==> src/rtl/store_buffer_unit.sv <==
// Store stage: decodes sb/sh/sw, forms lane-positioned data and byte enables,
// drops misaligned stores, and queues accepted stores for a req/ack memory drain.
module store_buffer_unit #(
  parameter int unsigned DEPTH    = 4,
  parameter bit          COALESCE = 1'b1
) (
  input  logic                     clk,
  input  logic                     reset,
  input  logic [31:0]              instruction,
  input  logic [31:0]              Read_data1,
  input  logic [31:0]              Read_data2,
  input  logic                     valid_in,
  output logic                     ready_in,
  output logic                     mem_req,
  input  logic                     mem_ack,
  output logic [31:0]              address,
  output logic [31:0]              write_data,
  output logic [3:0]               byte_en,
  output logic                     write_enable,
  output logic                     misaligned,
  output logic [31:0]              bad_addr,
  output logic [$clog2(DEPTH):0]   count
);

  localparam int unsigned PW = $clog2(DEPTH);
  localparam logic [5:0] OP_SB = 6'b101000;
  localparam logic [5:0] OP_SH = 6'b101001;
  localparam logic [5:0] OP_SW = 6'b101011;
  localparam logic [PW-1:0] PTR_ONE = 1;
  localparam logic [PW:0]   CNT_ONE = 1;
  localparam logic [PW:0]   CNT_TWO = 2;
  localparam logic [PW:0]   CNT_FULL = DEPTH[PW:0];

  logic [5:0]    opcode;
  logic [31:0]   ea;
  logic          is_store;
  logic          aligned;
  logic [31:0]   new_data;
  logic [3:0]    new_be;
  logic          bad;
  logic          accept;
  logic          merge;
  logic          push;
  logic          pop;

  logic [29:0]   ent_word [DEPTH];
  logic [31:0]   ent_data [DEPTH];
  logic [3:0]    ent_be   [DEPTH];
  logic [PW-1:0] rd_ptr;
  logic [PW-1:0] wr_ptr;
  logic [PW-1:0] tail_ptr;

  assign opcode = instruction[31:26];
  assign ea     = Read_data1 + {{16{instruction[15]}}, instruction[15:0]};

  always_comb begin
    is_store = 1'b0;
    aligned  = 1'b0;
    new_data = '0;
    new_be   = '0;
    case (opcode)
      OP_SB: begin
        is_store = 1'b1;
        aligned  = 1'b1;
        new_data = {4{Read_data2[7:0]}};
        new_be   = 4'b0001 << ea[1:0];
      end
      OP_SH: begin
        is_store = 1'b1;
        aligned  = ~ea[0];
        new_data = {2{Read_data2[15:0]}};
        new_be   = ea[1] ? 4'b1100 : 4'b0011;
      end
      OP_SW: begin
        is_store = 1'b1;
        aligned  = (ea[1:0] == 2'b00);
        new_data = Read_data2;
        new_be   = 4'b1111;
      end
      default: ;
    endcase
  end

  assign tail_ptr = wr_ptr - PTR_ONE;
  assign ready_in = (count != CNT_FULL);
  assign bad      = valid_in & is_store & ~aligned;
  assign accept   = valid_in & is_store & aligned & ready_in;
  // count >= 2 guarantees the tail is never the head currently offered to memory
  assign merge    = COALESCE && accept && (count >= CNT_TWO) &&
                    (ea[31:2] == ent_word[tail_ptr]);
  assign push     = accept & ~merge;
  assign pop      = mem_req & mem_ack;

  assign mem_req      = (count != '0);
  assign write_enable = mem_req;
  assign address      = mem_req ? {ent_word[rd_ptr], 2'b00} : '0;
  assign write_data   = mem_req ? ent_data[rd_ptr] : '0;
  assign byte_en      = mem_req ? ent_be[rd_ptr] : '0;

  always_ff @(posedge clk or negedge reset) begin
    if (!reset) begin
      rd_ptr     <= '0;
      wr_ptr     <= '0;
      count      <= '0;
      misaligned <= 1'b0;
      bad_addr   <= '0;
      for (int unsigned i = 0; i < DEPTH; i++) begin
        ent_word[i] <= '0;
        ent_data[i] <= '0;
        ent_be[i]   <= '0;
      end
    end else begin
      misaligned <= bad;
      if (bad) bad_addr <= ea;
      if (push) begin
        ent_word[wr_ptr] <= ea[31:2];
        ent_data[wr_ptr] <= new_data;
        ent_be[wr_ptr]   <= new_be;
        wr_ptr           <= wr_ptr + PTR_ONE;
      end
      if (merge) begin
        for (int unsigned i = 0; i < 4; i++)
          if (new_be[i]) ent_data[tail_ptr][8*i +: 8] <= new_data[8*i +: 8];
        ent_be[tail_ptr] <= ent_be[tail_ptr] | new_be;
      end
      if (pop) rd_ptr <= rd_ptr + PTR_ONE;
      case ({push, pop})
        2'b10:   count <= count + CNT_ONE;
        2'b01:   count <= count - CNT_ONE;
        default: ;
      endcase
    end
  end

endmodule
==> config.mk <==
export PLATFORM = sky130hd
export DESIGN_NAME = store_buffer_unit
export DESIGN_NICKNAME = d
export VERILOG_FILES = /design/src/rtl/store_buffer_unit.sv
export SDC_FILE = /design/constraint.sdc
export NUM_CORES = 1
export LEC_CHECK = 0
export CAP_MARGIN = 5
export CORE_AREA = 3 3 183 185
export DETAILED_ROUTE_END_ITERATION = 10
export DIE_AREA = 0 0 186 188
export PLACE_DENSITY = 0.77
export SETUP_SLACK_MARGIN = 0.05
export SLEW_MARGIN = 0
export SYNTH_ARGS = -nofsm -noshare
export SYNTH_HDL_FRONTEND = slang
export SYNTH_SLANG_ARGS = --single-unit
export TNS_END_PERCENT = 5
==> constraint.sdc <==
create_clock -name clk -period 8.5 [get_ports clk]
set_input_delay 1.275 -clock clk [delete_from_list [all_inputs] [get_ports clk]]
set_output_delay 1.275 -clock clk [all_outputs]
set_load 0.02 [all_outputs]
-- After elaboration in Yosys (flattened, before gate mapping)
Index checks and enable logic that the tools add are counted.
- register bits: 304
- bits of input ports: 100
- output and inout port bits: 107
- logic and storage cells: 117
- add/sub/neg operators: 6
- $lt $le $gt $ge: 6
- equal/unequal tests: 7
- shift-type cells: 1
- muxes and demuxes: 59
- bitwise logic cells: 13
- reduce and logical (&&, ||, !) cells: 8
- operator list (cell ; count):
    128-bit two-way mux ; 9
    128-bit bitwise mux ; 5
    32-bit demux with 2-bit select ; 5
    32-bit two-way mux ; 6
    30-bit two-way mux ; 5
    30-bit binary-select mux with 2-bit select ; 2
    120-bit bitwise mux ; 1
    32-bit case mux with 3 select lines ; 1
    32-bit binary-select mux with 2-bit select ; 1
    30-bit demux with 2-bit select ; 1
    16-bit two-way mux ; 3
    32-bit adder ; 1
    16-bit bitwise mux ; 2
    4-bit two-way mux ; 8
    30-bit == test ; 1
    24-bit two-way mux ; 1
    6-bit == test (second input constant) ; 3
    4-bit binary-select mux with 2-bit select ; 2
    4-bit demux with 2-bit select ; 2
    4-bit case mux with 3 select lines ; 1
    3-bit >= comparator (second input constant) ; 3
    2-bit NOT with 3-bit output ; 3
    8-bit two-way mux ; 1
    1-bit bitwise AND ; 6
    other kinds (20) ; 27

-- Longest topological paths before layout
Gate-level depths: netlist of run 1.
- depth in word-level cells: 23
- gate-level depth with buffers: 21

-- Least setup slack after synthesis of run 1
Ideal clock, no wire load.
- kind: reg-to-reg
- from: register wr_ptr[0]
- to: register count[2]
- data arrival time: 5798 ps
- required time: 8420 ps
- slack: 2623 ps
- cell stages (with the launch flop): 22
- period minus slack after synthesis: 5877 ps
- cells stage by stage: dfrtp_1 > buf_2 > buf_2 > buf_2 > buf_2 > inv_1 > ha_1 > clkbuf_1 > clkbuf_1 > buf_1 > clkbuf_1 > mux4_2 > xor2_1 > nor4_1 > nand4b_4 > o21ai_0 > ha_1 > inv_1 > fa_1 > xor2_1 > nor2_1 > xor2_1
- longest elaborated chain between the ends: 11
- elaborated cells between the ends (all ways): 13
- ends and longest elaborated chain (element ; RTL line ; RTL):
    from (decl) ; 50 ; logic [PW-1:0] wr_ptr;
    from (signal assigned) ; 119 ; wr_ptr <= wr_ptr + PTR_ONE;
    2-bit by 1-bit subtractor with 2-bit output * ; 84 ; assign tail_ptr = wr_ptr - PTR_ONE;
    named net tail_ptr[0] ; 51 ; logic [PW-1:0] tail_ptr;
    2-bit NOT with 3-bit output (implied by the code) * ; 90 ; (ea[31:2] == ent_word[tail_ptr]);
    30-bit binary-select mux with 2-bit select * ; 90 ;
    30-bit two-way mux (implied by the code) * (2 in a row) ; 90 ;
    30-bit == test * ; 90 ;
    1-bit logical AND * ; 89 ; assign merge = COALESCE && accept && (count >= CNT_TWO) &&
    1-bit NOT * ; 91 ; assign push = accept & ~merge;
    1-bit bitwise AND * ; 91 ;
    2-bit by 1-bit == test with 1-bit output / 2-bit == test (equally long branches) ; 127 ; case ({push, pop})
    3-bit case mux with 2 select lines / 2-bit nonzero test (equally long branches) ; -- ;
    to (signal assigned) ; 128 ; 2'b10: count <= count + CNT_ONE;
    to (signal assigned) ; 129 ; 2'b01: count <= count - CNT_ONE;
    to (decl) ; 22 ; output logic [$clog2(DEPTH):0] count
Mark *: on every way through the listed nets, which the timed path passes. The rest lies on a longest branch. The select of a mux whose other input is x is not followed.
A chain may end at the register's enable or synchronous reset.

-- Final worst setup path of run 1
- from: input port instruction[15]
- to: register count[2]
- longest elaborated chain between the ends: 7
- elaborated cells between the ends (all ways): 9
- ends and longest elaborated chain (element ; RTL line ; RTL):
    from (decl) ; 9 ; input logic [31:0] instruction,
    32-bit adder * ; 54 ; assign ea = Read_data1 + {{16{instruction[15]}}, instruction[15:0]};
    30-bit == test * ; 90 ;
    1-bit logical AND * ; 89 ;
    1-bit NOT * ; 91 ;
    1-bit bitwise AND * ; 91 ;
    2-bit by 1-bit == test with 1-bit output / 2-bit == test (equally long branches) ; 127 ;
    3-bit case mux with 2 select lines / 2-bit nonzero test (equally long branches) ; -- ;
Mark *: on every way between the ends. The rest lies on a longest branch, timed or not.

==> results of run 1 <==
==> flip-flops by register name (all words and copies together), names as in the netlist <==
| register | flops |
|---|---|
| ent_word | 120 |
| ent_be | 16 |
| ent_data | 128 |
| count | 3 |
| bad_addr | 32 |
| wr_ptr | 2 |
| rd_ptr | 2 |
| misaligned | 1 |
==> final timing paths <==
| path | start | end | slack [ns] | cells after the start |
|---|---|---|---|---|
| worst max register to register | wr_ptr[1]$_DFFE_PN0N_ | count[2]$_DFFE_PN0P_ | 3.17 | 17 |
| worst min-delay path | bad_addr[19]$_DFFE_PN0P_ | bad_addr[19]$_DFFE_PN0P_ | 0.47 | 2 |
| max in group asynchronous | reset | rd_ptr[1]$_DFFE_PN0P_ | 6.34 | 2 |
| worst max-delay path | instruction[15] | count[2]$_DFFE_PN0P_ | 2.02 | 17 |
| worst min register to register | bad_addr[19]$_DFFE_PN0P_ | bad_addr[19]$_DFFE_PN0P_ | 0.47 | 2 |
| min in group asynchronous | reset | ent_data[46]$_DFF_PN0_ | 0.72 | 1 |
==> through the flow <==
step	worst slack [ns]	hold slack [ns]
6_report	2.022	0.4737
5_1_grt	1.630	0.5109
4_1_cts	2.065	0.4769
3_5_place_dp	1.549	0.4635
3_3_place_gp	1.633	0.4623
2_1_floorplan	2.623	0.4609
==> cell families after synthesis <==
kind of cell,count (synthesis)
fa+ha+maj,40
xor+xnor,66
flops,304
mux,302
buf+inv,117
other cells,1
simple gates,393
compound gates,282
==> power by group through the flow <==
stage	registers [mW]	clock network [mW]	logic [mW]
2_1_floorplan	1.74	0	1.04
3_3_place_gp	1.77	0	1.57
3_5_place_dp	1.78	0	1.59
4_1_cts	1.76	1.68	1.59
5_1_grt	1.78	1.74	1.71
6_report	1.75	1.65	1.59
==> placed cells by master (no fill, tap or decap), drive strengths merged, types with 10 or more instances in the layout <==
cell type,count
and3b,13
a21oi,75
o21ai,144
and2,78
nand2,200
buf,20
mux4,100
nand4,10
dfrtp,304
inv,22
xnor2,36
xor2,24
a22oi,11
clkinv,11
ha,38
clkbuf,46
clkdlybuf4s50,193
nor2,41
o211ai,11
mux2,194
==> metal layers <==
metal,part of all wire (%),vias up
met3,7.5,96
met4,3.0,2
li1,-,5790
met5,0.026,-
met2,48,474
met1,41,6465
==> worst register-to-register path, delay by kind of cell, from the launching register on <==
kind / cells / cell delay, ns
simple gates: 5 / 1.46
flops: 1 / 0.42
fa+ha+maj: 3 / 0.97
xor+xnor: 3 / 0.47
mux: 1 / 0.42
compound gates: 2 / 0.85
buf+inv: 3 / 0.67
==> area by class of cell <==
| cell class | count | area, sq um |
|---|---|---|
| Fill cell | 2484 | 11200 |
| Tap cell | 408 | 510.5 |
| Sequential cell | 304 | 7616 |
| Timing Repair Buffer | 213 | 2102 |
| Clock inverter | 19 | 272.8 |
| Inverter | 22 | 82.58 |
| Multi-Input combinational cell | 1085 | 9397 |
| Clock buffer | 46 | 1021 |
==> impl_metrics.csv, run 1 <==
group,metric,value,unit
worst_setup_path,start_kind,"input port",
final_layout,post-route-util,65.21,%
timing,finClkSkew,0.01818,ns
placement,dp_cells,2032,
synthesis,ys_types,72,
timing,drv_slew,0,
placement,place_area,19710,sq um
grt,grtUsageTotal,26.49,%
grt,top_usage_layer,"met2",
die,core_area,32210,sq um
route,ant_nets,0,
worst_setup_path,arrival,6.91,ns
cts,tritoncts,"built",
status,outcome,"completed",
route,drt_wl_total,46130,microns
synthesis,muxShareOfSynthArea,25.81,%
route,wl_per_cell,22.00,microns
synthesis,yosys.cell_count.top_type,"dfrtp_1",
synthesis,synth_top_area_share,43.48,%
synthesis,synth-async-reset-ratio,100.0,%
die,fp.dieH,188,microns
synthesis,netlist_instances,1505,
die,start_util,54.33,%
timing,setup_viol,0,
timing,hold_viol,0,
timing,tightest_slew,0.9889,ns
synthesis,yosysWarnings,0,
cts,cts_buffers,36,
cts,ctsHoldBuffers,0,
die,dieArea,34970,sq um
worst_setup_path,crit_type,"input port to flip-flop",
worst_setup_path,end_kind,"flip-flop",
synthesis,synth-edff-count,0,
timing,rsz0062_at_grt,"no",
final_layout,syn_to_final_growth,20.02,%
grt,grt_pass1_vias,13390,
cts,cts-root-buf,"clkbuf_16",
pwr,seq_power_share,35.1,%
timing,clock.fmax,0.1544,GHz
min_path,hold_path_class,"flip-flop to flip-flop",
synthesis,ys_seq_area_share,43.48,%
grt,met2_usage,43.52,%
synthesis,ys.flop_type,"dfrtp_1",
synthesis,yosys.area_share.simple,11.15,%
cts,cts_resized,0,
final_layout,fin_area,21000,sq um
placement,finalWeightedCongestion,0.9220,
placement,hpwlAfterDp,31930,microns
grt,use_met1,35.60,%
synthesis,synth_top_family_by_area,"multiplexers",
job,maxCapViolCount,0,
grt,grt_start_max_net_pins,165,
pwr,p_leak,9.389,nW
cts,insertion_delay,0.52,ns
route,drt_pass1_iterations,5,
synthesis,synthTopCellsByArea,"dfrtp_1 (43%), mux4_2 (13%), mux2_2 (12%), nand2_1 (4.3%), o21ai_0 (3.5%)",
synthesis,synth_compound_area_share,9.961,%
grt,antenna_found_initial,1,
synthesis,syn_area,17500,sq um
route,via_per_inst,6.117,
synthesis,synth_commonest_cells,"dfrtp_1 (304), nand2_1 (200), mux2_2 (194)",
die,boundaryPins,207,
route,vias,12830,
cts,post-cts-setup-buffers,0,
pwr,internal-power,3.355,mW
synthesis,synth_adder_area_share,2.946,%
synthesis,avgSynthCellArea,11.63,sq um
cts,cts_buffer_depth,3,
final_layout,n_antenna_cell,0,
worst_setup_path,path_cells,"clkdlybuf4s50_1 > ha_1 > a21oi_1 > o21ai_0 > a21oi_1 > nor3_1 > a2111oi_0 > xnor3_1 > and3_1 > nand3_1 > o21ai_0 > ha_1 > inv_1 > fa_1 > xor2_1 > nor2_1 > xor2_1",
pwr,sw_frac_of_total,32.73,%
pwr,combinationalPowerShare,31.8,%
route,drc,0,
pwr,p_clk_share,33.0,%
cts,clk_pin_slew,0.06,ns
worst_setup_path,critPathBufInv,2,
worst_setup_path,critical_path.max_stage_delay,0.90,ns
route,drt_first_iter_violations,891,
timing,max_slew_margin,32.37,%
timing,timing.final.crit_share,76.21,%
worst_setup_path,required,8.94,ns
pwr,p_total,4.988,mW
final_layout,final_layout_size_suffix_gt1_share,24.04,%
die,row_count,66,
timing,tns,0,ns
cts,htreeDepth,2,
final_layout,final_net_count,1802,
grt,grt_util_met3,5.587,%
grt,overflow,0,
synthesis,synth_top_area_cell,"dfrtp_1",
timing,min_period,6.478,ns
cts,clkSinkCount,304,
die,die_w,186,microns
synthesis,synth-seq-cells,304,
pwr,powerDensity,237.5,nW/um^2
worst_setup_path,cp_max_fo,17,
final_layout,final_cells,2097,
worst_setup_path,slowest_stage,"clkdlybuf4s50_1",
pwr,ir_worst_vdd,0.1960,mV
synthesis,synth_xor_area_share,3.783,%
worst_setup_path,critPathTopFamily,"compound AO/OA/AOI/OAI gates",
placement,io_buffers,194,
pwr,p_switching,1.633,mW
grt,grt_pass1_wl,73040,microns
No activity file was read; power rests on OpenSTA's default activity.
==> inputs of run 2 (changes only) <==
- CORE_AREA: 3 3 183 185 -> 3 3 188 190
- DIE_AREA: 0 0 186 188 -> 0 0 191 193
- PLACE_DENSITY: 0.77 -> 0.76
- clock period: 8.5 -> 5.3 ns (I/O delays scaled with it)
==> run 2 against run 1 <==
Against the previous run: wire length rose by 6.9%; clock power rose by 49%; sequential cell count did not move; core utilization rose by 1.4 points; clock-buffer cell count rose by 6; power rose by 62%; hold slack got worse by 0.18 ns; clock skew fell by 0.0018 ns; sequential share of layout area fell by 2.3 points; cell count rose by 9.3%; register-to-register slack got worse by 2.7 ns; critical endpoint is now ent_data[69]$_DFF_PN0_; largest cell class unchanged; highest routed layer unchanged.
==> impl_metrics.csv, run 2 (same netlist as run 1, synthesis figures left out) <==
group,metric,value,unit
grt,top_usage_layer,"met2",
die,die_w,191,microns
timing,min_period,5.100,ns
cts,cts-root-buf,"clkbuf_16",
cts,insertion_delay,0.53,ns
worst_setup_path,critPathBufInv,5,
worst_setup_path,crit_top_cell,"buf_4",
timing,drv_slew,0,
final_layout,syn_to_final_growth,28.02,%
worst_setup_path,path_cells,"clkdlybuf4s50_1 > ha_2 > inv_1 > fa_2 > nand2_1 > a22oi_2 > and4_4 > o211a_4 > or4b_4 > nor4b_4 > buf_4 > and4b_1 > nand4b_4 > buf_4 > or4_4 > o21ai_2 > buf_4 > mux2_2",
grt,met2_usage,44.94,%
cts,tritoncts,"built",
cts,cts_buffers,35,
status,outcome,"completed",
placement,io_buffers,194,
route,drt_pass1_iterations,5,
route,wl_per_cell,21.52,microns
die,boundaryPins,207,
final_layout,final_cell_mix,"dfrtp_1 (301), nand2_1 (199), mux2_2 (194), clkdlybuf4s50_1 (193), buf_4 (157)",
final_layout,n_antenna_cell,0,
die,core_area,33620,sq um
worst_setup_path,critical_path.max_stage_delay,0.60,ns
timing,setup_viol,0,
timing,tightest_slew,0.9909,ns
min_path,hold_path_class,"input port to async pin",
die,row_count,67,
placement,finalWeightedCongestion,0.9186,
route,drt_wl_total,49330,microns
worst_setup_path,start_kind,"input port",
placement,hpwlAfterDp,34850,microns
worst_setup_path,arrival,5.51,ns
grt,use_met1,35.51,%
grt,grt_pass1_vias,14030,
route,via_per_inst,5.941,
final_layout,final_common_cell,"dfrtp_1",
die,dieArea,36860,sq um
job,maxCapViolCount,0,
worst_setup_path,crit_type,"input port to flip-flop",
grt,grt_start_max_net_pins,140,
final_layout,regMostFlops,"ent_data",
die,start_util,52.05,%
timing,finClkSkew,0.01640,ns
timing,max_slew_margin,33.50,%
cts,clk_pin_slew,0.06,ns
cts,ctsHoldBuffers,0,
route,vias,13620,
final_layout,top_regs,"ent_data x128, ent_word x120, bad_addr x32",
worst_setup_path,slowest_stage,"fa_2",
timing,fin_hold_ws,0.2979,ns
worst_setup_path,cp_max_fo,12,
route,ant_nets,0,
grt,overflow,0,
timing,hold_viol,0,
pwr,p_total,8.085,mW
worst_setup_path,critPathTopFamily,"simple AND/OR/NAND/NOR gates",
pwr,ir_worst_vdd,0.2823,mV
grt,antenna_found_initial,1,
worst_setup_path,end_kind,"flip-flop",
worst_setup_path,required,5.71,ns
grt,grtUsageTotal,26.85,%
timing,clock.fmax,0.1961,GHz
pwr,p_leak,10.14,nW
cts,clkSinkCount,304,
final_layout,final_net_count,1957,
grt,grt_pass1_wl,77370,microns
die,fp.dieH,193,microns
cts,htreeDepth,2,
final_layout,largest_register_ffs,128,
final_layout,final_layout_size_suffix_gt1_share,31.07,%
pwr,powerDensity,360.9,nW/um^2
grt,grt_util_met3,4.592,%
route,drt_first_iter_violations,901,
timing,timing.final.crit_share,96.24,%
cts,cts_buffer_depth,3,
worst_setup_path,cp_num_cells,18,
route,drc,0,
timing,rsz0062_at_grt,"yes",
worst_setup_path,r2r_cells,12,
[run 2: worst paths after layout]
path	startpoint	to	slack, ns
min in group clk	bad_addr[21]$_DFFE_PN0P_	bad_addr[21]$_DFFE_PN0P_	0.47
min	reset	ent_data[122]$_DFF_PN0_	0.30
max reg2reg	wr_ptr[1]$_DFFE_PN0N_	ent_be[5]$_DFF_PN0_	0.48
max in group asynchronous	reset	ent_data[23]$_DFF_PN0_	3.61
min reg2reg	bad_addr[21]$_DFFE_PN0P_	bad_addr[21]$_DFFE_PN0P_	0.47
max	Read_data1[0]	ent_data[69]$_DFF_PN0_	0.20
[run 2: metrics by stage]
step	instances	cell area [sq um]	utilization, %	setup TNS [ns]	setup slack (ns)
2_1_floorplan	1506	17520	-	0	0.1294
3_3_place_gp	2227	21130	62.85	-51.02	-0.3792
3_5_place_dp	2227	21130	62.85	-65.60	-0.4204
4_1_cts	2291	22320	66.39	0	0.06123
5_1_grt	2292	22400	66.64	0	0.02360
6_report	2292	22400	66.64	0	0.1995
[run 2: routing by layer]
| layer | routed length, microns | up-vias |
|---|---|---|
| li1 | - | 6100 |
| met1 | 19970 | 6829 |
| met2 | 23650 | 573 |
| met3 | 3799 | 112 |
| met4 | 1893 | 2 |
| met5 | 11 | - |
[run 2: where the power goes]
part	internal [mW]	leakage, nW	switching [mW]
registers	2.55	4.16	0.318
logic	1.35	5.40	1.41
clock network	1.48	0.585	0.977
total	5.38	10.1	2.71
[run 2: layout make-up]
class / count / area [sq um]
Clock buffer: 52 / 1051
Timing Repair Buffer: 369 / 3477
Fill cell: 2416 / 11220
Multi-Input combinational cell: 1085 / 9478
Clock inverter: 12 / 135.1
Tap cell: 448 / 560.5
Inverter: 22 / 82.58
Sequential cell: 304 / 7616
[run 2: worst reg2reg max path, stage by stage, from the launching register on]
cell and delay (ns):
dfrtp_1 0.42, inv_1 0.11, ha_1 0.56, buf_12 0.27, mux4_2 0.39, a21boi_0 0.20, or4b_2 0.70, or4_1 0.46
a211o_1 0.30, nor4b_1 0.44, buf_4 0.19, and4_1 0.29, mux2_2 0.36
[run 2: what timing repair did]
item | CTS | global route
pin swaps | 0 | 7
endpoints found under the setup margin | 1 | 170
buffers inserted | 0 | 1
gates resized for setup | 1 | 18
==> inputs of run 3 (changes only) <==
- CAP_MARGIN: 5 -> 30
==> results of run 3 <==
The final DEF is identical to that of run 2; final timing and power are the same.
